## src/rtl/fetch_pkg.sv

```systemverilog
// Shared types for the instruction fetch unit.
// Holds the fetch FSM state encoding and the default instruction width.
package fetch_pkg;

  typedef enum logic [1:0] {
    IDLE,
    RUN,
    DONE
  } fetch_state_t;

  localparam int INSTR_W = 9;

endpackage

```

## src/rtl/instr_fetch_unit.sv

```systemverilog
// Instruction fetch: drives prog_ctr into the ROM, registers mach_code into
// instr/instr_pc/instr_valid. Ports: clk, rst_n, start, stall, branch_en,
// branch_tgt, mach_code, program_done -> prog_ctr, instr, instr_pc,
// instr_valid, busy, done.
module instr_fetch_unit #(
  parameter int D       = 12,
  parameter int INSTR_W = fetch_pkg::INSTR_W
) (
  input  logic               clk,
  input  logic               rst_n,
  input  logic               start,
  input  logic               stall,
  input  logic               branch_en,
  input  logic [D-1:0]       branch_tgt,
  input  logic [INSTR_W-1:0] mach_code,
  input  logic               program_done,
  output logic [D-1:0]       prog_ctr,
  output logic [INSTR_W-1:0] instr,
  output logic [D-1:0]       instr_pc,
  output logic               instr_valid,
  output logic               busy,
  output logic               done
);
  import fetch_pkg::*;

  localparam logic [D-1:0] PC_MAX = '1;

  fetch_state_t state_q;
  fetch_state_t state_d;

  // Last address was fetched; retire to DONE on the next
  // unstalled edge so the final word is seen valid first.
  logic last_q;

  always_comb begin
    state_d = state_q;
    unique case (state_q)
      IDLE: if (start) state_d = RUN;
      RUN: begin
        if (!stall && !branch_en) begin
          if (last_q || program_done)
            state_d = DONE;
        end
      end
      DONE: if (start) state_d = RUN;
      default: state_d = IDLE;
    endcase
  end

  always_ff @(posedge clk or negedge rst_n) begin
    if (!rst_n) begin
      state_q     <= IDLE;
      prog_ctr    <= '0;
      instr       <= '0;
      instr_pc    <= '0;
      instr_valid <= 1'b0;
      last_q      <= 1'b0;
    end else begin
      state_q <= state_d;
      unique case (state_q)
        IDLE, DONE: begin
          if (start) begin
            prog_ctr    <= '0;
            instr_valid <= 1'b0;
            last_q      <= 1'b0;
          end
        end
        RUN: begin
          if (!stall) begin
            if (branch_en) begin
              // Word fetched this cycle is wrong-path.
              prog_ctr    <= branch_tgt;
              instr_valid <= 1'b0;
              last_q      <= 1'b0;
            end else if (last_q || program_done) begin
              instr_valid <= 1'b0;
              last_q      <= 1'b0;
            end else begin
              instr       <= mach_code;
              instr_pc    <= prog_ctr;
              instr_valid <= 1'b1;
              if (prog_ctr == PC_MAX)
                last_q <= 1'b1;
              else
                prog_ctr <= prog_ctr + 1'b1;
            end
          end
        end
        default: ;
      endcase
    end
  end

  assign busy = (state_q == RUN);
  assign done = (state_q == DONE);

endmodule

```

## config.mk

```make
export PLATFORM = sky130hd
export DESIGN_NAME = instr_fetch_unit
export DESIGN_NICKNAME = d
export VERILOG_FILES = /design/src/rtl/fetch_pkg.sv /design/src/rtl/instr_fetch_unit.sv
export SDC_FILE = /design/constraint.sdc
export NUM_CORES = 1
export LEC_CHECK = 0
export CORE_AREA = 2 2 68 70
export DETAILED_ROUTE_END_ITERATION = 6
export DIE_AREA = 0 0 70 72
export GPL_ROUTABILITY_DRIVEN = 0
export MAX_ROUTING_LAYER = met4
export PLACE_DENSITY = 0.87
export SETUP_SLACK_MARGIN = 0.4
export SYNTH_ARGS = -nofsm -noshare
export SYNTH_HDL_FRONTEND = slang
export SYNTH_SLANG_ARGS = --single-unit
```

## constraint.sdc

```tcl
create_clock -name clk -period 2.5 [get_ports clk]
set_clock_uncertainty 0.05 [all_clocks]
set_input_delay 0.25 -clock clk [delete_from_list [all_inputs] [get_ports clk]]
set_output_delay 0.25 -clock clk [all_outputs]
set_load 0.02 [all_outputs]
```

# Word level (Yosys, flattened, before mapping)
# Cells that the tools add are included.
dict set report classes {
  n_addsub 1
  eq_ne 10
  muxes 20
  bitwise_logic 3
  n_reduce_logical 12
}
# op count
set ops {}
lappend ops {{12-bit two-way mux} 5}
lappend ops {{12-bit case mux with 2 select lines} 1}
lappend ops {{12-bit by 1-bit adder with 12-bit output (second input constant)} 1}
lappend ops {{12-bit equality test (second input constant)} 1}
lappend ops {{1-bit two-way mux} 8}
lappend ops {{4-bit AND reduction} 2}
lappend ops {{2-bit two-way mux} 3}
lappend ops {{2-bit by 1-bit != test with 1-bit output (second input constant)} 3}
lappend ops {{3-bit != test (second input constant)} 2}
lappend ops {{3-bit AND reduction} 2}
lappend ops {{5-bit AND reduction} 1}
lappend ops {{4-bit by 2-bit != test with 1-bit output (second input constant)} 1}
lappend ops {{1-bit case mux with 2 select lines} 2}
lappend ops {{2-bit case mux with 2 select lines} 1}
lappend ops {{1-bit inverter} 3}
lappend ops {{2-bit by 1-bit equality test with 1-bit output (second input constant)} 1}
lappend ops {{2-bit equality test (second input constant)} 1}
lappend ops {{1-bit logical NOT} 2}
lappend ops {{2-bit logical NOT} 1}
lappend ops {{2-bit != test (second input constant)} 1}
lappend ops {{2-bit nonzero test} 1}
lappend ops {{2-bit OR reduction} 1}
lappend ops {{1-bit logical AND} 1}
lappend ops {{1-bit logical OR} 1}
dict set report totals {
  regBits 37
  in_bits 27
  output_inout_bits 36
  elab_cells 52
}

# Longest topological paths before layout
dict set report logic_depth {
  ltp_word 6
  ltp_mapped 7
  mapped_depth_nobuf 5
}

# Least setup slack after synthesis
# OpenSTA, ideal clock, no wires.
dict set report synth_timing {
  path_kind {register to register}
  from {register prog_ctr[0]}
  to {register prog_ctr[2]}
  t_arrival_ps 1859
  slack_ps 459
  stages_incl_launch_ff 7
  path_buffers 1
  cell_sequence {dfrtp_1 -> ha_1 -> nand2_1 -> or4_1 -> buf_4 -> o211ai_4 -> o22ai_1}
}
dict set report synth_between {
  elab_chain_cells 6
  elab_cells_between_ends 9
  classes_between {1 x add/sub; 2 x eq/ne; 5 x mux; 1 x reduce/logical}
}
# element line
set synth_lines {}
lappend synth_lines {{from (decl)} instr_fetch_unit.sv:17} ;# output logic [D-1:0] prog_ctr,
lappend synth_lines {{from (signal assigned)} instr_fetch_unit.sv:72} ;# prog_ctr <= branch_tgt;
lappend synth_lines {{from (signal assigned)} instr_fetch_unit.sv:85} ;# prog_ctr <= prog_ctr + 1'b1;
lappend synth_lines {{12-bit by 1-bit adder with 12-bit output} instr_fetch_unit.sv:85}
lappend synth_lines {{12-bit two-way mux} instr_fetch_unit.sv:82} ;# if (prog_ctr == PC_MAX)
lappend synth_lines {{12-bit two-way mux} instr_fetch_unit.sv:75} ;# end else if (last_q || program_done) begin
lappend synth_lines {{12-bit two-way mux} instr_fetch_unit.sv:70} ;# if (branch_en) begin
lappend synth_lines {{12-bit two-way mux} instr_fetch_unit.sv:69} ;# if (!stall) begin
lappend synth_lines {{12-bit case mux with 2 select lines} instr_fetch_unit.sv:60} ;# unique case (state_q)
# Parallel ways exist; a longest one is shown, timed or not. The select of a mux whose other input is x is not followed.
# A chain may end at the register's enable or synchronous reset.

# Worst setup path after layout
dict set report layout_timing {
  from {register prog_ctr[0]}
  to {register prog_ctr[8]}
}
# Same word-level chain as after synthesis.

==> flow_metrics.env <==
export IMPL_synthTopCellsByArea="dfrtp_1, mux2_2, nand2_1"
export IMPL_whs_ps=-1.39
export IMPL_min_period_ps=2010
export IMPL_wl_met1_um=2010
export IMPL_die_w_um=70
export IMPL_synthArstFlopShare_pct=100
export IMPL_crit_path_end_kind="flip-flop"
export IMPL_io_pins=63
export IMPL_tns_ps=0
export IMPL_synth_ff_type="dfrtp_1"
export IMPL_setup_viol=0
export IMPL_port_buffers=62
export IMPL_first_pass_iters=4
export IMPL_grt_usage_pct=21.0
export IMPL_violations="hold timing"
export IMPL_relSlewSlack_pct=45.3
export IMPL_path_max_fanout=8
export IMPL_rows=24
export IMPL_peakVddDrop_v=0.000586
export IMPL_layout_commonest_cell="clkdlybuf4s50_1"
export IMPL_dieArea_mm2=0.00504
export IMPL_yosysSeqAreaShare_pct=48.7
export IMPL_coreArea_mm2=0.00426
export IMPL_syn_num_nets=202
export IMPL_clk_latency_ps=290
export IMPL_p_leak_uw=0.00111
export IMPL_critPathArrivalTime_ps=2120
export IMPL_max_cap_violations=0
export IMPL_antenna_left=0
export IMPL_min_path_type="input port to async pin"
export IMPL_status="finished with violations"
export IMPL_crit_slowest_cell="or4_4"
export IMPL_netlist_instances=174
export IMPL_cts_max_level=2
export IMPL_initial_core_util_pct=44.5
export IMPL_synth_top_area_share_pct=48.7
export IMPL_yosys_register_bits=37
export IMPL_antenna_found_initial=0
export IMPL_hold_buffers=0
export IMPL_maxUsedRoutingLayer="met4"
export IMPL_rsz0062_at_grt="false"
export IMPL_yosys_area_top_type="dfrtp_1"
export IMPL_met3_length_um=344
export IMPL_criticalPathCategory="flip-flop to flip-flop"
export IMPL_final_nets=270
export IMPL_nFillCells=367
export IMPL_cts_sinks=37
export IMPL_num_vias=1659
export IMPL_max_stage_delay_ps=590
export IMPL_overflow=0
export IMPL_viasPerCell=5.64
export IMPL_hold_violations=4
export IMPL_grt_pass1_wl_um=8110
export IMPL_diodes=0
export IMPL_final_cell_mix="clkdlybuf4s50_1, dfrtp_1, mux2_2, nand2_1, nor2_1"
export IMPL_wl_per_cell_um=15.9
export IMPL_wl_met2_um=2250
export IMPL_drtIter0Drc=98
export IMPL_path_cells="ha_1 > nand2_2 > or4_4 > o211ai_4 > buf_4 > o22ai_1"
export IMPL_max_freq_mhz=499
export IMPL_clock_root_buffer="clkbuf_8"
export IMPL_clockBufferDepth=2
export IMPL_synth_warning_count=0
export IMPL_max_slew_worst_pin_slew_ps=821
export IMPL_wl_um=4680
export IMPL_area_growth_pct=43.1
export IMPL_drcViolationCount=0
export IMPL_synth_avg_cell_area_um2=10.9
export IMPL_slew_violations=0
export IMPL_cts_tree="built"
export IMPL_cts_made_buffers=5
export IMPL_dp_hpwl_um=3300
export IMPL_synth_edff_count=0
export IMPL_cp_required_ps=2620
export IMPL_grt_pass1_vias=1710
export IMPL_grt_max_degree=38
export IMPL_period_share_pct=80.2
export IMPL_cts_clk_slew_worst_paths_ps=70
export IMPL_synthesis_area_mm2=0.00190
export IMPL_power_density_mw_per_mm2=1150
export IMPL_layout_drive_gt1_share_pct=19.4
export IMPL_die_h_um=72
export IMPL_synth_cell_type_count=43
export IMPL_setup_worst_path_start_class="flip-flop"
state kept, by name (all words and copies together), names as in the netlist:
| register | cells |
|---|---|
| instr | 9 |
| instr_pc | 12 |
| instr_valid | 1 |
| last_q | 1 |
| prog_ctr | 12 |
| state_q | 2 |
Yosys cell counts (2+ instances only):
master,count
dfrtp_1,37
mux2_2,18
nand2_1,12
nor2_1,10
o21ai_0,8
a21oi_1,7
inv_1,7
o211ai_1,6
buf_2,5
o2bb2ai_1,5
a211oi_1,4
nand2b_1,4
nand3_1,4
nor3_1,4
o22ai_1,4
clkbuf_1,3
nor4_1,3
a22oi_1,2
a32oi_1,2
and2_1,2
buf_4,2
nor3b_1,2
o31ai_1,2
or3b_2,2
power breakdown:
part | internal [uW] | leakage [uW] | switching (uW)
logic | 830 | 0.000590 | 802
clock network | 218 | 0.0000433 | 215
registers | 851 | 0.000475 | 204
metal layers:
layer / vias up / global-route usage (%)
li1: 790 / -
met1: 790 / 26.9
met2: 70 / 32.3
met3: 9 / 5.14
met4: 0 / 8.76
met5: - / -
metrics by stage:
step                total power, uW  instances  utilization, %  setup WS, ps  cell area [um^2]
floorplan                      1920        174               -           459              1900
global placement               2600        283            60.3           276              2570
detailed placement             2630        283            60.3           239              2570
CTS                            3130        294            63.5           488              2710
global route                   3310        294            63.8           429              2720
finish                         3120        294            63.8           495              2720
layout make-up:
type                    instances  area (um^2)  area share [%]
multi-input cells             119          907            33.4
well taps                      52         65.1            2.39
repair buffers                 72          703            25.9
clock buffers                   6         82.6            3.04
clock inverters                 1         7.51           0.276
flip-flops and latches         37          927            34.1
inverters                       7         26.3           0.966
what timing repair did:
action / CTS / global route
setup buffers: 4 / 0
pin swaps: 1 / 0
resized for setup: 1 / 3
setup endpoints to repair: 9 / 2
critical path: cells and delay by family, from the launching register on:
family	cells	cell delay, ps
simple gates	2	740
fa+ha+maj	1	230
buf+inv	1	170
compound gates	2	320
flops	1	370
cells by family after synthesis:
group | share of synthesized area (%)
AOI/OAI and AO/OA | 21.2
and+or+nand+nor | 13.9
DFF | 48.7
muxes | 11.2
buffers and inverters | 4.28
adders and majority gates | 0.659
worst paths after layout:
| path | startpoint | endpoint | slack [ps] | depth (start not counted) |
|---|---|---|---|---|
| hold / removal | rst_n | instr[8] | -1 | 1 |
| setup / recovery | prog_ctr[0] | prog_ctr[8] | 490 | 6 |
| max in group asynchronous | rst_n | prog_ctr[7] | 1840 | 1 |
| min in group clk | instr_pc[4] | instr_pc[4] | 440 | 2 |
| hold reg to reg | instr_pc[4] | instr_pc[4] | 440 | 2 |
| setup reg to reg | prog_ctr[0] | prog_ctr[8] | 490 | 6 |
Note: power is estimated with default switching activity, not from simulation.
